===== config.mk =====
export PLATFORM = sky130hd
export DESIGN_NAME = ssp_tx_fifo
export DESIGN_NICKNAME = d
export VERILOG_FILES = /design/src/rtl/ssp_pkg.sv /design/src/rtl/ssp_fifo_mem.sv /design/src/rtl/ssp_tx_fifo.sv
export SDC_FILE = /design/constraint.sdc
export NUM_CORES = 1
export LEC_CHECK = 0
export CAP_MARGIN = 0
export CELL_PAD_IN_SITES_DETAIL_PLACEMENT = 0
export CELL_PAD_IN_SITES_GLOBAL_PLACEMENT = 2
export CORE_UTILIZATION = 39
export DETAILED_ROUTE_END_ITERATION = 6
export PLACE_DENSITY_LB_ADDON = 0.15
export SLEW_MARGIN = 20
export SYNTH_ARGS = -nofsm -noshare
export SYNTH_HDL_FRONTEND = slang
export SYNTH_SLANG_ARGS = --single-unit

===== constraint.sdc =====
create_clock -name PCLK -period 2.23 [get_ports PCLK]
set_clock_uncertainty 0.2 [all_clocks]
set_input_delay 0.3345 -clock PCLK [delete_from_list [all_inputs] [get_ports PCLK]]
set_output_delay 0.3345 -clock PCLK [all_outputs]
set_load 0.05 [all_outputs]

===== src/rtl/ssp_pkg.sv =====
// Shared SSP definitions: data/FIFO sizing and the transmit FSM state encoding.
package ssp_pkg;

  localparam int SSP_DATA_W       = 8;
  localparam int SSP_TXFIFO_DEPTH = 4;

  typedef enum logic [1:0] {
    IDLE       = 2'd0,
    LAUNCH     = 2'd1,
    WAIT_START = 2'd2,
    SHIFTING   = 2'd3
  } tx_state_e;

endpackage


===== src/rtl/ssp_fifo_mem.sv =====
// DEPTH x WIDTH register array: synchronous write, asynchronous read.
// Contents are intentionally not reset.
module ssp_fifo_mem #(
  parameter int DEPTH = 4,
  parameter int WIDTH = 8,
  parameter int PTR_W = 2
) (
  input  logic             clk,
  input  logic             we,
  input  logic [PTR_W-1:0] waddr,
  input  logic [WIDTH-1:0] wdata,
  input  logic [PTR_W-1:0] raddr,
  output logic [WIDTH-1:0] rdata
);

  logic [WIDTH-1:0] mem [DEPTH];

  always_ff @(posedge clk) begin
    if (we) mem[waddr] <= wdata;
  end

  assign rdata = mem[raddr];

endmodule


===== src/rtl/ssp_tx_fifo.sv =====
// SSP transmit FIFO: buffers APB bytes and hands them to trlogic one at a time,
// retiring each byte only once trlogic reports the transfer complete.
module ssp_tx_fifo
  import ssp_pkg::*;
#(
  parameter int DEPTH = SSP_TXFIFO_DEPTH,
  parameter int WIDTH = SSP_DATA_W,
  parameter int PTR_W = $clog2(DEPTH)
) (
  input  logic             PCLK,
  input  logic             CLEAR,
  input  logic             PSEL,
  input  logic             PWRITE,
  input  logic [WIDTH-1:0] PWDATA,
  input  logic             transmit_complete,
  output logic [WIDTH-1:0] TxData,
  output logic             tx_ready,
  output logic             SSPTXINTR,
  output logic             tx_empty,
  output logic             tx_full,
  output logic             tx_overflow
);

  logic [PTR_W-1:0] wr_ptr, rd_ptr;
  logic [PTR_W:0]   count;
  tx_state_e        state, next_state;
  logic             wr_req, push, pop, launch;

  assign tx_empty  = (count == '0);
  assign tx_full   = (count == (PTR_W+1)'(DEPTH));
  assign SSPTXINTR = (count <= (PTR_W+1)'(DEPTH/2));

  // Full is judged on the registered count, so a pop in the same cycle
  // does not make room for a concurrent push.
  assign wr_req = PSEL & PWRITE;
  assign push   = wr_req & ~tx_full;
  assign pop    = (state == SHIFTING) & transmit_complete;

  ssp_fifo_mem #(
    .DEPTH (DEPTH),
    .WIDTH (WIDTH),
    .PTR_W (PTR_W)
  ) u_mem (
    .clk   (PCLK),
    .we    (push),
    .waddr (wr_ptr),
    .wdata (PWDATA),
    .raddr (rd_ptr),
    .rdata (TxData)
  );

  always_comb begin
    next_state = state;
    launch     = 1'b0;
    case (state)
      IDLE: if (!tx_empty && transmit_complete) begin
        next_state = LAUNCH;
        launch     = 1'b1;
      end
      LAUNCH:     next_state = WAIT_START;
      WAIT_START: if (!transmit_complete) next_state = SHIFTING;
      SHIFTING:   if (transmit_complete) next_state = IDLE;
      default:    next_state = IDLE;
    endcase
  end

  always_ff @(posedge PCLK or posedge CLEAR) begin
    if (CLEAR) begin
      state    <= IDLE;
      tx_ready <= 1'b0;
    end else begin
      state    <= next_state;
      tx_ready <= launch;
    end
  end

  always_ff @(posedge PCLK or posedge CLEAR) begin
    if (CLEAR) begin
      wr_ptr      <= '0;
      rd_ptr      <= '0;
      count       <= '0;
      tx_overflow <= 1'b0;
    end else begin
      if (push) wr_ptr <= wr_ptr + 1'b1;
      if (pop)  rd_ptr <= rd_ptr + 1'b1;
      case ({push, pop})
        2'b10:   count <= count + 1'b1;
        2'b01:   count <= count - 1'b1;
        default: count <= count;
      endcase
      if (wr_req && tx_full) tx_overflow <= 1'b1;
    end
  end

endmodule


* Word level (Yosys, flattened, before mapping) *
Memories as Yosys holds them, arrays and structs flattened.
Index checks and enable logic that the tools add are counted.

operators by class
  add/subtract/negate cells = 4
  multiply operators = 0
  div/mod/pow operators = 0
  order comparisons = 1
  eq/ne operators = 9
  shifts and indexed selects = 0
  multiplexer cells = 9
  bitwise gates (word level) = 4
  reductions and logical operators = 7

operators with widths
  cell                 count
  $pmux 2 s4           1
  $eq 2x2->1 const B   3
  $mux 2               3
  $ne 2x2->1 const B   3
  $pmux 3 s2           1
  $add 2x1->2 const B  2
  $eq 2x1->1 const B   2
  $mux 1               4
  $add 3x1->3 const B  1
  $and 1x1->1          3
  $eq 3x3->1 const B   1
  $le 3x2->1 const B   1
  $logic_not 3->1      1
  $reduce_and 3->1     1
  $sub 3x1->3 const B  1
  $logic_and 1x1->1    2
  $logic_not 2->1      1
  $reduce_bool 2->1    1
  $logic_not 1->1      1
  $not 1->1            1

word-level totals
  register bits after elaboration = 11
  bits in latches = 0
  RAM bits = 32
  memory bits (read-only) = 0
  input bits = 13
  output and inout port bits = 13
  word-level logic and storage cells = 41
  memories kept = 1

memories
  name       words  bits a word  rd ports  clocked after memory_dff  write ports  RTL line            text
  u_mem.mem  4      8            1         0                         1            ssp_fifo_mem.sv:16  logic [WIDTH-1:0] mem [DEPTH];

* Longest topological paths before layout *
  depth after elaboration = 5
  depth in mapped cells = 9
  mapped depth without buffers = 9

* Hierarchy *
Synthesis repeated with hierarchy kept, for this count alone.

unflattened totals
  cell total of the unflattened synthesis = 97
  area, all modules = 1,783.0 sq um

by module, submodules not included
  module        times used  cells each  area an instance (sq um)  sequential area each (sq um)
  ssp_fifo_mem  1           46          1,188.6                   960.9
  ssp_tx_fifo   1           51          594.3                     275.3

* Worst setup path before layout *
OpenSTA, ideal clock, no wires.

  path type = register to register
  start = reg count[1]
  end = reg count[2]
  library setup time = 0.079 ns
  arrival = 1.715 ns
  required time = 1.951 ns
  path slack = 0.236 ns
  cell stages (with the launch flop) = 10
  path buffers = 0
  period minus slack after synthesis = 1.994 ns
  cells stage by stage = dfrtp_1 -> nor2_2 -> a21oi_4 -> inv_1 -> ha_1 -> inv_1 -> fa_1 -> xor2_1 -> nor2_1 -> xor2_1

between the ends
  word-level cells in the longest chain between the ends = 5
  elaborated cells between the ends (all ways) = 9
  classes of those cells = add/sub: 2; eq/ne: 3; mux: 1; bitwise: 2; reduce/logical: 1

RTL lines
  item                                             RTL line           text
  start: declaration                               ssp_tx_fifo.sv:25  logic [PTR_W:0] count;
  start signal: assignment                         ssp_tx_fifo.sv:87  2'b10: count <= count + 1'b1;
  start signal: assignment                         ssp_tx_fifo.sv:88  2'b01: count <= count - 1'b1;
  start signal: assignment                         ssp_tx_fifo.sv:89  default: count <= count;
  $eq 3x3->1                                       ssp_tx_fifo.sv:30  assign tx_full = (count == (PTR_W+1)'(DEPTH));
  $not 1->1                                        ssp_tx_fifo.sv:36  assign push = wr_req & ~tx_full;
  $and 1x1->1                                      ssp_tx_fifo.sv:36
  $eq 2x1->1 or $eq 2x2->1 (tied branches)         ssp_tx_fifo.sv:86  case ({push, pop})
  $pmux 3 s2 or $reduce_bool 2->1 (tied branches)  n/a

Several ways; a longest one is shown, not always the timed one.
A chain may end at the register's enable or synchronous reset.

* Worst setup path in the final report *
  start = in transmit_complete
  end = reg count[2]

between the ends
  word-level cells in the longest chain between the ends = 3
  elaborated cells between the ends (all ways) = 5
  classes of those cells = eq/ne: 2; mux: 1; bitwise: 1; reduce/logical: 1

RTL lines
  item                                             RTL line           text
  start: declaration                               ssp_tx_fifo.sv:15  input logic transmit_complete,
  $and 1x1->1 (*)                                  ssp_tx_fifo.sv:37  assign pop = (state == SHIFTING) & transmit_complete;
  via pop                                          ssp_tx_fifo.sv:27  logic wr_req, push, pop, launch;
  $eq 2x1->1 or $eq 2x2->1 (tied branches)         ssp_tx_fifo.sv:86
  $pmux 3 s2 or $reduce_bool 2->1 (tied branches)  n/a

The timed path passes the listed nets; every way through them passes the cells marked *.

==> flow_summary_export.csv <==
group,metric,value,unit
power,leakage,0.911,nW
die,die_area,4970,sq um
sta,finalHoldViolCount,0,
die,die-height,70.5,um
sta,worst_pin_slew,0.503,ns
drt,wl_per_cell,14.7,um
die,row_count,24,
die,core_area,4440,sq um
place,portBuffers,25,
place,place.gp.congestion,0.737,
power,irDropWorstVdd,0.676,mV
worst_setup_path,cp-end-kind,"register",
grt,grt_max_degree,14,
finish,design_area,2380,sq um
die,boundaryPins,26,
logic_synthesis,ys_seq_area_frac,0.676,
finish,seqCellArea,1240,sq um
logic_synthesis,netlist_area,1830,sq um
grt,grt_pass1_vias,1022,
min_path,hold_path_class,"in2async",
place,hpwlAfterDp,2070,um
sta,fin_crit,2.08,ns
clocking,clk_latency,0.29,ns
grt,grt_pass1_wl,5010,um
power,sw_frac_of_total,0.383,
logic_synthesis,netlist-cell-type-count,26,
power,comb_power_share,0.470,
worst_setup_path,startpoint_type,"input pin",
finish,nFillCells,374,
logic_synthesis,ys_seq_elements,43,
logic_synthesis,syn-mean-instance-area,17.6,sq um
clocking,cts-root-buf,"clkbuf_8",
die,initial_core_util,0.411,
clocking,holdBufCountCts,0,
clocking,cts_made_buffers,5,
place,dpl_cell_area,2250,sq um
sta,relSlewSlack,0.664,
finish,multi_input_area,552,sq um
clocking,cts_tree,"done",
clocking,clockBufferDepth,2,
clocking,clkTransAtPathRegs,0.08,ns
drt,drt_wl_total,2940,um
sta,fin_crit_sh,0.931,
finish,num_antenna_cells,0,
finish,layout.nets,169,
place,placed_cells,190,
finish,layoutNonFillerInstCount,200,
grt,grt_overflow,0,
power,power.switching,1.25,mW
grt,grt_usage,0.137,
status,status,"finished with violations",
job,maxCapViolCount,0,
sta,fin_ws,0.154,ns
die,die_w,70.5,um
status,violations,"DRC",
power,power_per_cell_area,1380,nW/um^2
worst_setup_path,crit_fanout,5,
place,place_ws,-0.0936,ns
clocking,htreeDepth,2,
grt,antenna_found_initial,0,
clocking,cts_sinks,43,
sta,slew_violations,0,
drt,ant_nets,0,
worst_setup_path,critPathArrivalTime,2.08,ns
drt,vias,962,
finish,drive_gt1_frac,0.318,
sta,rsz0062_at_grt,"false",
worst_setup_path,path_class,"in2reg",
drt,avgViaCountPerCell,4.81,
drt,dr.pass1.iters,6,
sta,fmax,482,MHz
finish,area_delta_synth_final,30.0,%
logic_synthesis,syn_inst,104,
power,p_int,2.02,mW
power,clkPwrFrac,0.178,
drt,drcViolationCount,4,
logic_synthesis,ys_warn_count,0,
worst_setup_path,cp.required,2.24,ns
finish,layout_common_cells,"32 x edfxtp_1, 19 x buf_4, 14 x clkdlybuf4s50_1",
drt,drtIter0Drc,48,
power,power_frac_seq,0.352,
finish,layout_commonest_cell,"edfxtp_1",
sta,setup_violations,0,
logic_synthesis,synth_nets,126,
-- repair_timing --
action,4_1_cts,5_1_grt
endpoints found under the setup margin,0,1
buffers inserted,0,2
gates resized for setup,0,1
-- logic make-up after synthesis --
logic type,after synthesis,share of synthesized area
AOI/OAI and AO/OA,8,0.0376
DFF,43,0.676
adders and majority gates,9,0.0657
and+or+nand+nor,17,0.0554
muxes,10,0.113
buffers and inverters,11,0.0233
xor gates and xnor gates,6,0.0288
-- cells in the mapped netlist --
library cell / n / area share
dfrtp_1: 11 / 0.15
nand2_1: 4 / 0.0082
mux2_1: 1 / 0.0062
xnor2_1: 3 / 0.014
mux4_2: 8 / 0.099
o311ai_0: 1 / 0.0048
buf_2: 1 / 0.0027
a21oi_1: 1 / 0.0027
a2bb2oi_2: 1 / 0.0082
clkbuf_1: 1 / 0.0021
nor2_1: 2 / 0.0041
nor3_1: 1 / 0.0027
xor2_1: 3 / 0.014
mux2_4: 1 / 0.0082
nor2b_1: 2 / 0.0068
and2_2: 1 / 0.0041
a31o_2: 1 / 0.0048
a21oi_4: 1 / 0.0089
edfxtp_1: 32 / 0.53
o21ai_0: 3 / 0.0082
ha_1: 8 / 0.055
fa_1: 1 / 0.011
and2_1: 5 / 0.017
inv_1: 9 / 0.018
nor2_2: 1 / 0.0034
nor3_4: 1 / 0.0089
-- path summary, 6_finish.rpt --
path                       cells past startpoint  slack [ns]                       to               startpoint
setup / recovery                               8        0.15     count[2]$_DFFE_PP0P_        transmit_complete
hold / removal                                 2        0.14       tx_ready$_DFF_PP0_                    CLEAR
setup reg to reg                               8        0.15     count[2]$_DFFE_PP0P_     state[1]$_DFFE_PP0P_
hold reg to reg                                1        0.29  tx_overflow$_DFFE_PP0P_  tx_overflow$_DFFE_PP0P_
max in group asynchronous                      2        1.37  tx_overflow$_DFFE_PP0P_                    CLEAR
min in group PCLK                              1        0.29  tx_overflow$_DFFE_PP0P_  tx_overflow$_DFFE_PP0P_
-- final cells by class --
cell class / count / share of cell area
clock buffers: 5 / 0.0289
clock inverters: 3 / 0.0163
inverters: 9 / 0.0142
multi-input cells: 50 / 0.232
flip-flops and latches: 43 / 0.520
well taps: 52 / 0.0274
repair buffers: 38 / 0.161
-- power by group through the flow --
| stage | clock, mW | sequential [mW] | combinational [mW] |
|---|---|---|---|
| 6_report | 0.582 | 1.15 | 1.54 |
| 3_3_place_gp | 0 | 1.17 | 1.50 |
| 4_1_cts | 0.601 | 1.16 | 1.53 |
| 5_1_grt | 0.636 | 1.18 | 1.66 |
| 3_5_place_dp | 0 | 1.18 | 1.52 |
| 2_1_floorplan | 0 | 1.19 | 1.02 |
-- worst max-delay path: stages --
cell             delay [ns]
clkdlybuf4s50_1        0.52
and2_1                 0.18
ha_1                   0.18
inv_1                  0.06
fa_1                   0.39
xor2_1                 0.16
nor2_1                 0.11
xor2_1                 0.16
-- stage by stage --
step                      total power, mW   util  hold slack [ns]  setup TNS (ns)
after floorplan                      2.21      -          -0.0131               0
after global placement               2.67  0.507            0.255         -0.0518
after detailed placement             2.69  0.507            0.272          -0.125
after CTS                            3.29  0.531            0.156               0
after global routing                 3.47  0.535            0.178               0
final                                3.27  0.535            0.141               0
-- sequential cells by signal (all words and copies together) (netlist names) --
register     cells
tx_ready         1
wr_ptr           2
u_mem.mem       32
state            2
rd_ptr           2
tx_overflow      1
count            3
-- layer usage --
layer,wire [um],global-route usage
met5,0,0
met4,29,0.0544
met3,96,0.0346
met2,1510,0.224
met1,1300,0.173
Power figures use the tool's default switching activity.
